--- src/rtl/mult_pkg.sv ---
`default_nettype none
// ============================================================================
// Module      : mult_pkg
// Description : Shared constants for the sequential 8x8 multiplier: operand
//               and nibble widths, step count and the 3-bit FSM encoding.
// Revision    : 1.0 - initial release
// ============================================================================
package mult_pkg;

   localparam int C_OP_WIDTH    = 8;
   localparam int C_NIB_WIDTH   = 4;
   localparam int C_STEP_COUNT  = 4;
   localparam int C_STATE_WIDTH = 3;

   localparam logic [2:0] C_ST_IDLE  = 3'd0;
   localparam logic [2:0] C_ST_STEP0 = 3'd1;
   localparam logic [2:0] C_ST_STEP1 = 3'd2;
   localparam logic [2:0] C_ST_STEP2 = 3'd3;
   localparam logic [2:0] C_ST_STEP3 = 3'd4;
   localparam logic [2:0] C_ST_DONE  = 3'd5;

   // Step states are encoded contiguously starting at C_ST_STEP0.
   localparam logic [2:0] C_ST_LAST_STEP = C_ST_STEP0 + 3'(C_STEP_COUNT - 1);

   // True while the FSM is in one of the partial-product step states.
   function automatic logic is_step(input logic [2:0] state);
      return (state >= C_ST_STEP0) && (state <= C_ST_LAST_STEP);
   endfunction

endpackage
`default_nettype wire

--- src/rtl/array_multiplier_4_bits.sv ---
`default_nettype none
// ============================================================================
// Module      : array_multiplier_4_bits
// Description : Combinational 4x4 unsigned array multiplier built as a chain
//               of shifted AND-gated partial-product rows.
// Revision    : 1.0 - initial release
// ============================================================================
module array_multiplier_4_bits (
   input  logic [3:0] a,
   input  logic [3:0] b,
   output logic [7:0] p
);

   logic [7:0] w_row [0:4];

   assign w_row[0] = 8'h00;

   // Each row adds a, gated by one bit of b, at that bit's weight.
   generate
      for (genvar i = 0; i < 4; i++) begin : g_row
         assign w_row[i+1] = w_row[i] + ({4'h0, (a & {4{b[i]}})} << i);
      end
   endgenerate

   assign p = w_row[4];

endmodule
`default_nettype wire

--- src/rtl/mult8_sequencer.sv ---
`default_nettype none
// ============================================================================
// Module      : mult8_sequencer
// Description : 8x8 unsigned multiplier that time-shares one 4x4 multiplier
//               over four steps, accumulating shifted nibble products.
// Revision    : 1.0 - initial release
// ============================================================================
module mult8_sequencer
   import mult_pkg::*;
(
   input  logic                      clk,
   input  logic                      rst_n,
   input  logic                      start,
   input  logic                      abort,
   input  logic [C_OP_WIDTH-1:0]     a,
   input  logic [C_OP_WIDTH-1:0]     b,
   output logic                      busy,
   output logic                      done,
   output logic [2*C_OP_WIDTH-1:0]   p
);

   logic [C_STATE_WIDTH-1:0]  r_state;
   logic [C_STATE_WIDTH-1:0]  w_state_nxt;
   logic [C_OP_WIDTH-1:0]     r_a;
   logic [C_OP_WIDTH-1:0]     r_b;
   logic [2*C_OP_WIDTH-1:0]   r_acc;
   logic [2*C_OP_WIDTH-1:0]   r_p;
   logic [C_NIB_WIDTH-1:0]    w_mx;
   logic [C_NIB_WIDTH-1:0]    w_my;
   logic [2*C_NIB_WIDTH-1:0]  w_prod;
   logic [2*C_OP_WIDTH-1:0]   w_shifted;
   logic [2*C_OP_WIDTH-1:0]   w_sum;
   logic                      w_in_step;
   logic                      w_accept;

   assign w_in_step = is_step(r_state);
   assign w_accept  = start && ((r_state == C_ST_IDLE) || (r_state == C_ST_DONE));
   assign w_sum     = r_acc + w_shifted;

   // Nibble select for the shared multiplier, driven from latched operands only.
   always_comb begin
      w_mx = r_a[C_NIB_WIDTH-1:0];
      w_my = r_b[C_NIB_WIDTH-1:0];
      case (r_state)
         C_ST_STEP1: w_mx = r_a[C_OP_WIDTH-1:C_NIB_WIDTH];
         C_ST_STEP2: w_my = r_b[C_OP_WIDTH-1:C_NIB_WIDTH];
         C_ST_STEP3: begin
            w_mx = r_a[C_OP_WIDTH-1:C_NIB_WIDTH];
            w_my = r_b[C_OP_WIDTH-1:C_NIB_WIDTH];
         end
         default: ;
      endcase
   end

   array_multiplier_4_bits u_mul (
      .a (w_mx),
      .b (w_my),
      .p (w_prod)
   );

   // Weight the nibble product by the current step's bit position.
   always_comb begin
      w_shifted = {8'h00, w_prod};
      case (r_state)
         C_ST_STEP1,
         C_ST_STEP2: w_shifted = {4'h0, w_prod, 4'h0};
         C_ST_STEP3: w_shifted = {w_prod, 8'h00};
         default:    ;
      endcase
   end

   // Next-state logic: abort beats stepping, start wins over abort when idle.
   always_comb begin
      w_state_nxt = r_state;
      case (r_state)
         C_ST_IDLE:  w_state_nxt = start ? C_ST_STEP0 : C_ST_IDLE;
         C_ST_STEP0: w_state_nxt = abort ? C_ST_IDLE  : C_ST_STEP1;
         C_ST_STEP1: w_state_nxt = abort ? C_ST_IDLE  : C_ST_STEP2;
         C_ST_STEP2: w_state_nxt = abort ? C_ST_IDLE  : C_ST_STEP3;
         C_ST_STEP3: w_state_nxt = abort ? C_ST_IDLE  : C_ST_DONE;
         C_ST_DONE:  w_state_nxt = start ? C_ST_STEP0 : C_ST_IDLE;
         default:    w_state_nxt = C_ST_IDLE;
      endcase
   end

   // State register.
   always_ff @(posedge clk or negedge rst_n) begin
      if (!rst_n) begin
         r_state <= C_ST_IDLE;
      end else begin
         r_state <= w_state_nxt;
      end
   end

   // Operand capture on acceptance; held stable through all four steps.
   always_ff @(posedge clk or negedge rst_n) begin
      if (!rst_n) begin
         r_a <= '0;
         r_b <= '0;
      end else if (w_accept) begin
         r_a <= a;
         r_b <= b;
      end
   end

   // Accumulator: cleared on acceptance, adds one partial product per step.
   always_ff @(posedge clk or negedge rst_n) begin
      if (!rst_n) begin
         r_acc <= '0;
      end else if (w_accept) begin
         r_acc <= '0;
      end else if (w_in_step && !abort) begin
         r_acc <= w_sum;
      end
   end

   // Product register: loaded with the final sum on the STEP3 -> DONE edge.
   always_ff @(posedge clk or negedge rst_n) begin
      if (!rst_n) begin
         r_p <= '0;
      end else if ((r_state == C_ST_STEP3) && !abort) begin
         r_p <= w_sum;
      end
   end

   assign busy = w_in_step;
   assign done = (r_state == C_ST_DONE);
   assign p    = r_p;

endmodule
`default_nettype wire
--- config.mk ---
export PLATFORM = sky130hd
export DESIGN_NAME = mult8_sequencer
export DESIGN_NICKNAME = d
export VERILOG_FILES = /design/src/rtl/mult_pkg.sv /design/src/rtl/array_multiplier_4_bits.sv /design/src/rtl/mult8_sequencer.sv
export SDC_FILE = /design/constraint.sdc
export NUM_CORES = 1
export LEC_CHECK = 0
export BUFFER_PORTS_ARGS = -buffer_cell sky130_fd_sc_hd__buf_2
export CAP_MARGIN = 20
export CORE_MARGIN = 1.5
export CORE_UTILIZATION = 45
export CTS_CLUSTER_SIZE = 40
export DETAILED_ROUTE_END_ITERATION = 8
export PLACE_DENSITY = 0.66
export SYNTH_ARGS = -nofsm -noshare
export SYNTH_HDL_FRONTEND = slang
export SYNTH_SLANG_ARGS = --single-unit
--- constraint.sdc ---
create_clock -name clk -period 5.3 [get_ports clk]
set_clock_uncertainty 0.05 [all_clocks]
set_input_delay 0.265 -clock clk [delete_from_list [all_inputs] [get_ports clk]]
set_output_delay 0.265 -clock clk [all_outputs]
set_load 0.05 [all_outputs]
# Word level (Yosys, flattened, before mapping)
# Cells that the tools add are included.
# word_totals
regBits,51
input_bits,20
output_inout_bits,18
word_cells,43
# op_classes
n_lt_le_gt_ge,2
n_reduce_logical,12
bitwise,4
addsub,4
n_eq_ne,5
muxes,11
# ops
operator,n
16-bit 2-to-1 mux,2
16-bit one-hot mux with 2 select lines,1
16-bit adder,1
4-bit bitwise AND,4
3-bit one-hot mux with 5 select lines,1
7-bit by 7-bit adder with 8-bit output,1
4-bit 2-to-1 mux,2
2-bit OR reduction,4
6-bit by 6-bit adder with 7-bit output,1
4-bit by 5-bit adder with 6-bit output,1
3-bit by 2-bit equality test with 1-bit output (second input constant),2
3-bit equality test (second input constant),2
3-bit 2-to-1 mux,2
1-bit logical AND,4
2-bit 2-to-1 mux,2
3-bit by 1-bit equality test with 1-bit output (second input constant),1
3-bit by 1-bit greater-or-equal comparator with 1-bit output (second input constant),1
3-bit <= comparator (second input constant),1
3-bit zero test,1
2-bit nonzero test,1
1-bit zero test,1
1-bit logical OR,1
1-bit 2-to-1 mux,1

# Longest topological paths before layout
# Gate-level depths: netlist of run 1.
# depth
word_depth,11
depth_mapped,23
ltp_nobuf,21

# By module
# Synthesis of run 1 repeated with hierarchy kept, for this count alone.
# hier_totals
hier_cells,314
area_unflattened_um2,3268.1
# by_module_without_submodules
mod,instances,seq_area_each_um2,area_per_inst_um2,cells_each
mult8_sequencer,1,1276.2,2882.8,272
array_multiplier_4_bits,1,0.0,385.4,42

# Worst setup path before layout of run 1
# Ideal clock, no wire load.
# synth_timing
path_type,reg2reg
startpoint,reg r_state[0]
endpoint,reg r_acc[12]
setup_time_ns,0.069
path_slack_ns,0.079
required_ns,5.181
stages_incl_launch_ff,24
t_arrival_ns,5.102
n_path_buf,2
period_less_slack_ns,5.221
path_cell_list,dfrtp_1 > buf_4 > nor3b_4 > a21o_1 > buf_2 > mux2i_1 > nor2_1 > fa_1 > inv_1 > fa_1 > inv_1 > ha_1 > fa_1 > a21o_1 > a21oi_1 > xnor2_1 > a22o_1 > ha_1 > a21o_1 > nand3_1 > nand2_1 > a21oi_4 > or4_1 > nand3_1
# synth_between
elab_chain_len,11
elab_cells_between_ends,28
classes_between,add/sub: 4; order compare: 2; eq/ne: 4; mux: 5; bitwise: 4; reduce/logical: 9
# synth_lines
element,line,text
"start, declared",mult8_sequencer.sv:22,logic [C_STATE_WIDTH-1:0] r_state;
"start signal, assigned",mult8_sequencer.sv:91,r_state <= w_state_nxt;
3-bit equality test or 3-bit by 2-bit equality test with 1-bit output (tied branches),"mult8_sequencer.sv:44, mult8_sequencer.sv:64",
2-bit OR reduction (no source line),--,
4-bit 2-to-1 mux,mult8_sequencer.sv:44,case (r_state)
4-bit bitwise AND,array_multiplier_4_bits.sv:21,"assign w_row[i+1] = w_row[i] + ({4'h0, (a & {4{b[i]}})} << i);"
4-bit by 5-bit adder with 6-bit output,array_multiplier_4_bits.sv:21,
6-bit by 6-bit adder with 7-bit output,array_multiplier_4_bits.sv:21,
7-bit by 7-bit adder with 8-bit output,array_multiplier_4_bits.sv:21,
16-bit one-hot mux with 2 select lines,mult8_sequencer.sv:64,case (r_state)
16-bit adder,mult8_sequencer.sv:38,assign w_sum = r_acc + w_shifted;
16-bit 2-to-1 mux,mult8_sequencer.sv:112,end else if (w_in_step && !abort) begin
16-bit 2-to-1 mux,mult8_sequencer.sv:110,end else if (w_accept) begin
"end signal, assigned",mult8_sequencer.sv:113,r_acc <= w_sum;
"end, declared",mult8_sequencer.sv:26,logic [2*C_OP_WIDTH-1:0] r_acc;
# Parallel ways exist; a longest one is shown, timed or not. The select of a mux whose other input is x is not followed.
# A chain may end at the register's enable or synchronous reset.

# Worst setup path after layout of run 1
# layout_timing
startpoint,reg r_state[1]
endpoint,reg r_acc[15]
# Same word-level chain as after synthesis.

==> results of run 1 <==
[per-layer routing]
layer  GRT usage  part of all wire  up-vias
met4     0.04497             0.010        0
met1      0.2505              0.49     1277
li1            -                 -     1368
met5           0                 0        -
met2      0.3062              0.47       46
met3     0.02707             0.030        7
[Yosys cell counts (2+ instances only)]
library cell / count / area, µm²
a211oi_1: 3 / 22.52
a21o_1: 9 / 67.56
a21oi_1: 18 / 90.09
a22o_1: 6 / 52.55
a31oi_1: 2 / 12.51
and2_1: 6 / 37.54
buf_2: 7 / 35.03
buf_4: 3 / 22.52
clkbuf_1: 8 / 30.03
dfrtp_1: 51 / 1276
fa_1: 6 / 120.1
ha_1: 25 / 312.8
inv_1: 10 / 37.54
mux2_2: 17 / 191.4
mux2i_1: 9 / 90.09
nand2_1: 28 / 105.1
nand2b_1: 10 / 62.56
nand3_1: 20 / 100.1
nand4b_1: 2 / 17.52
nor2_1: 22 / 82.58
nor2b_1: 3 / 18.77
nor3_1: 5 / 25.02
nor3b_1: 2 / 15.01
nor4_1: 3 / 18.77
o211ai_1: 2 / 15.01
o21ai_0: 35 / 175.2
o21ai_1: 2 / 10.01
or2_2: 4 / 25.02
xnor2_1: 10 / 87.58
xnor2_2: 2 / 32.53
xor2_1: 7 / 61.31
[stage by stage]
stage	setup TNS (ns)	cell area (µm²)	worst slack, ns	hold slack, ns	cells
detailed placement	-1.002	3835	-0.1536	0.3735	497
global route	-0.09609	4149	-0.04536	0.06249	509
floorplan	0	3411	0.07930	-0.08059	353
global placement	0	3820	0.02739	0.3648	496
finish	0	4149	0.2010	0.02118	509
CTS	0	3994	0.00007550	0.04774	505
[sequential cells by signal, summed over array words and instances (netlist names)]
signal and count:
r_acc 16, r_state 3, p 16, r_a 8, r_b 8
[logic make-up (layout without fill, tap and decap cells)]
kind of cell	Yosys count	after routing	synth area share
and+or+nand+nor	110	110	0.1643
AOI/OAI and AO/OA	87	87	0.1581
DFF	51	51	0.3742
adders and majority gates	31	31	0.1269
buffers and inverters	28	85	0.03668
muxes	27	27	0.08657
xor gates and xnor gates	19	19	0.05319
[worst max-delay path: cells and delay by family, from the launching register on]
kind | cells | cell delay (ns)
multiplexers | 1 | 0.26
buffers and inverters | 3 | 0.25
XOR/XNOR | 3 | 0.49
adder cells (fa/ha/maj) | 5 | 1.83
AND/OR/NAND/NOR | 4 | 0.62
AO/OA/AOI/OAI | 6 | 1.02
flip-flops | 1 | 0.46
[final timing paths]
path                       startpoint          to  slack, ns  depth (start not counted)
max in group asynchronous       rst_n  r_state[1]       4.71                          2
min in group clk                 a[2]      r_a[2]       0.14                          2
setup reg to reg           r_state[1]   r_acc[15]       0.20                         22
hold / removal                  rst_n        p[1]       0.02                          2
setup / recovery           r_state[1]   r_acc[15]       0.20                         22
hold reg to reg                  p[9]        p[9]       0.43                          2
[timing repair]
action	CTS	global route
resized for setup	9	24
buffers inserted	1	3
endpoints found under the setup margin	12	19
pin swaps	2	18
[cell type report]
type,count,area [µm²]
fillers,690,3143
clock buffers,6,72.57
repair buffers,68,440.4
flip-flops and latches,51,1277
inverters,10,37.54
well taps,99,123.9
multi-input cells,274,2167
clock inverters,1,30.03
==> run_results.csv, run 1 <==
group,metric,value,unit
finish,final_util,0.5690,
logic_synthesis,avgSynthCellArea,9.662,µm²
floorplanning,rows,31,
logic_synthesis,yosys_warnings,0,
sta,relSlewSlack,0.5715,
sta,finalHoldViolCount,0,
global_routing,grt-ovfl-total,0,
sta,slew_viol_final,0,
floorplanning,die_x,90.06,µm
clocking,clock-sinks,51,
hold_path,hold_path_class,"in2async",
global_routing,grt_use_total,0.1835,
finish,area_growth,21.64,%
logic_synthesis,ys.flop_type,"dfrtp_1",
finish,drive_gt1_frac,0.3146,
worst_setup_path,required,5.44,ns
global_routing,first_global_vias,2686,
worst_setup_path,path_max_fanout,4,
floorplanning,pin_count,38,
worst_setup_path,crit_type,"reg2reg",
clocking,worstSkewPairLatency,0.30,ns
drt,routedWlPerCell,14.17,µm
logic_synthesis,syn-instance-count,353,
clocking,cts_root_buf,"clkbuf_8",
drt,drc,0,
finish,most-common-layout-cells,"dfrtp_1 (50), buf_2 (37), o21ai_0 (34)",
clocking,path_clk_slew,0.09,ns
placement,place_congestion,0.8512,
global_routing,grt_max_degree,52,
worst_setup_path,end_kind,"flop",
drt,drtAntennaViolNets,0,
clocking,ctsLongestPathBuffers,2,
logic_synthesis,synth_nets,404,
job,max_cap_violations,0,
logic_synthesis,yosys_register_bits,51,
logic_synthesis,synthArstFlopShare,1.000,
sta,fmax,0.1961,GHz
clocking,cts_tree,"yes",
worst_setup_path,cp_cell_sequence,"xnor2_2 > nor2_1 > buf_6 > mux2i_4 > nor2_1 > fa_1 > inv_1 > fa_1 > inv_1 > ha_2 > fa_2 > a21o_1 > a21oi_2 > xnor2_1 > a22o_1 > ha_2 > a21oi_1 > nor2b_1 > nor4_1 > a21oi_2 > xnor2_1 > o21ai_1",
global_routing,antenna_found_initial,0,
sta,finalSetupViolations,0,
drt,drt_iter0_drc,97,
sta,worst_pin_slew,0.6428,ns
logic_synthesis,seq_area_frac_synth,0.3742,
placement,port_buffers,37,
worst_setup_path,cp-start-kind,"flop",
run_status,status,"complete, no violations",
sta,layout_min_cycle_time,5.099,ns
placement,post-dp-hpwl,5527,µm
logic_synthesis,ys_types,47,
drt,dr_total_vias,2698,
sta,fin_crit_sh,0.9621,
drt,totalWireLength,7210,µm
finish,layout.nets,461,
drt,vias_per_cell,5.301,
clocking,numCtsBuffers,5,
clocking,hold_buffers,0,
floorplanning,core-area,7292,µm²
floorplanning,die_h,90.06,µm
worst_setup_path,critPathMaxStageDelay,0.52,ns
logic_synthesis,synth_edf_count,0,
floorplanning,initial_core_util,0.4677,
logic_synthesis,synth_area,3411,µm²
finish,antenna_cells,0,
clocking,htreeDepth,2,
drt,dr.pass1.iters,4,
worst_setup_path,crit_arrival,5.24,ns
floorplanning,dieArea,8111,µm²
finish,final_common_cell,"dfrtp_1",
worst_setup_path,slowest_stage,"fa_1",
global_routing,grt_pass1_wl,12310,µm
Power of run 1 is left out: the tool's default activity adds up to more than one toggle a clock period on the data nets, which glitch-free logic cannot reach.
==> inputs of run 2 (changes only) <==
- PLACE_DENSITY: 0.66 -> 0.64
- clock period: 5.3 -> 5.6 ns (I/O delays scaled with it)
==> run 2 against run 1 <==
Effect of this change:
- first-iteration DRC count shrank 6.2%
- fmax is 4.6% lower
- via count fell by 3.7%
- count of clock-buffer cells in the layout unchanged
- sequential share of layout area up 2.3 points
- critical path depth unchanged
- global-route usage is 0.97 points lower
- non-clock buffer count fell by 21
- register-to-register slack improved by 0.06 ns
- routed wire length down 7.4%
==> run_results.csv, run 2 (synthesized netlist as in run 1, its figures left out) <==
group,metric,value,unit
run_status,status,"complete, no violations",
drt,drc,0,
floorplanning,rows,31,
floorplanning,die_x,90.06,µm
clocking,clock-sinks,51,
finish,layout.nets,440,
floorplanning,dieArea,8111,µm²
worst_setup_path,crit_type,"reg2reg",
clocking,cts_tree,"yes",
sta,slew_viol_final,0,
floorplanning,core-area,7292,µm²
floorplanning,initial_core_util,0.4677,
drt,drt_iter0_drc,91,
global_routing,grt_pass1_wl,11560,µm
sta,rsz0062_at_grt,"false",
worst_setup_path,crit_start,"r_state[1]",
worst_setup_path,end_kind,"flop",
worst_setup_path,cp-start-kind,"flop",
drt,dr.pass1.iters,4,
floorplanning,die_h,90.06,µm
placement,dpl_worst_slack,0.02855,ns
placement,dp.cells,479,
global_routing,grt_use_total,0.1737,
worst_setup_path,r2r-end,"r_acc[12]",
sta,relSlewSlack,0.5246,
clocking,path_clk_slew,0.09,ns
sta,layout_min_cycle_time,5.343,ns
clocking,worstSkewPairLatency,0.30,ns
drt,totalWireLength,6675,µm
clocking,hold_buffers,0,
sta,fin_crit_sh,0.9540,
clocking,numCtsBuffers,5,
floorplanning,pin_count,38,
sta,finalHoldViolCount,0,
sta,finalSetupViolations,0,
worst_setup_path,rrSetupSlack,0.26,ns
worst_setup_path,path_max_fanout,8,
placement,post-dp-hpwl,5120,µm
drt,routedWlPerCell,13.68,µm
clocking,cts_root_buf,"clkbuf_8",
global_routing,antenna_found_initial,0,
hold_path,hold_path_class,"in2async",
drt,vias_per_cell,5.326,
clocking,htreeDepth,2,
sta,worst_pin_slew,0.7094,ns
placement,place_congestion,0.8550,
drt,drtAntennaViolNets,0,
global_routing,grt_max_degree,52,
sta,finalSetupTns,0,ns
worst_setup_path,reg2reg_depth,22,
worst_setup_path,endpoint,"r_acc[12]",
worst_setup_path,crit_arrival,5.53,ns
finish,final_common_cell,"dfrtp_1",
finish,finalNonFillerCells,488,
job,max_cap_violations,0,
finish,most-common-layout-cells,"dfrtp_1 (48), buf_2 (37), o21ai_0 (35)",
sta,setup_ws,0.2575,ns
global_routing,first_global_vias,2445,
finish,antenna_cells,0,
drt,dr_total_vias,2599,
finish,area_growth,13.46,%
placement,port_buffers,37,
worst_setup_path,required,5.79,ns
clocking,ctsLongestPathBuffers,2,
worst_setup_path,r2r-start,"r_state[1]",
sta,fmax,0.1872,GHz
finish,drive_gt1_frac,0.2339,
global_routing,grt-ovfl-total,0,
[run 2: how the worst min path moves through the flow]
stage / start / end / slack, ns / depth (start not counted)
6_report: rst_n / p[5] / 0.02 / 2
4_1_cts: rst_n / p[4] / 0.05 / 2
3_3_place_gp: rst_n / p[0] / 0.38 / 2
5_1_grt: rst_n / p[5] / 0.08 / 2
3_5_place_dp: rst_n / p[4] / 0.38 / 2
2_1_floorplan: rst_n / p[0] / -0.07 / 0
[run 2: critical path: stages (launching register included)]
cell and delay (ns):
dfrtp_2 0.48, xnor2_1 0.17, nor2_1 0.10, buf_4 0.18, mux2i_4 0.31, nor2_1 0.09
fa_1 0.54, inv_1 0.06, fa_1 0.52, inv_1 0.04, ha_1 0.21, fa_1 0.40
a21o_1 0.21, a21oi_2 0.18, xnor2_1 0.10, a22o_1 0.21, ha_1 0.37, a21o_1 0.16
nand3_1 0.08, nand2_1 0.12, a21oi_4 0.07, or4_1 0.51, nand3_1 0.11
[run 2: repair_timing]
| action | in CTS | in global routing |
|---|---|---|
| resized for setup | 1 | 11 |
| setup buffers | 0 | 0 |
| setup endpoints to repair | 1 | 16 |
[run 2: metal layers]
layer / part of all wire / track usage / wire length [µm] / vias up
met2: 0.46 / 0.2803 / 3052 / 53
met3: 0.037 / 0.03723 / 247 / 5
met5: 0 / 0 / 0 / -
met1: 0.50 / 0.2423 / 3331 / 1219
li1: - / - / - / 1322
met4: 0.0066 / 0.03175 / 44 / 0
[run 2: stage by stage]
step	utilization	hold WS [ns]	cell area [µm²]
6_report	0.5307	0.01750	3870
5_1_grt	0.5307	0.08156	3870
4_1_cts	0.5209	0.04567	3799
3_5_place_dp	0.5063	0.3812	3692
3_3_place_gp	0.5063	0.3792	3692
2_1_floorplan	-	-0.06559	3411
[run 2: area by class of cell]
cell class / instances / area, µm²
Sequential cell: 51 / 1280
Timing Repair Buffer: 47 / 275.3
Tap cell: 99 / 123.9
Fill cell: 699 / 3422
Inverter: 10 / 37.54
Multi-Input combinational cell: 274 / 2051
Clock inverter: 1 / 30.03
Clock buffer: 6 / 72.57
Power of run 2 is left out for the same reason.
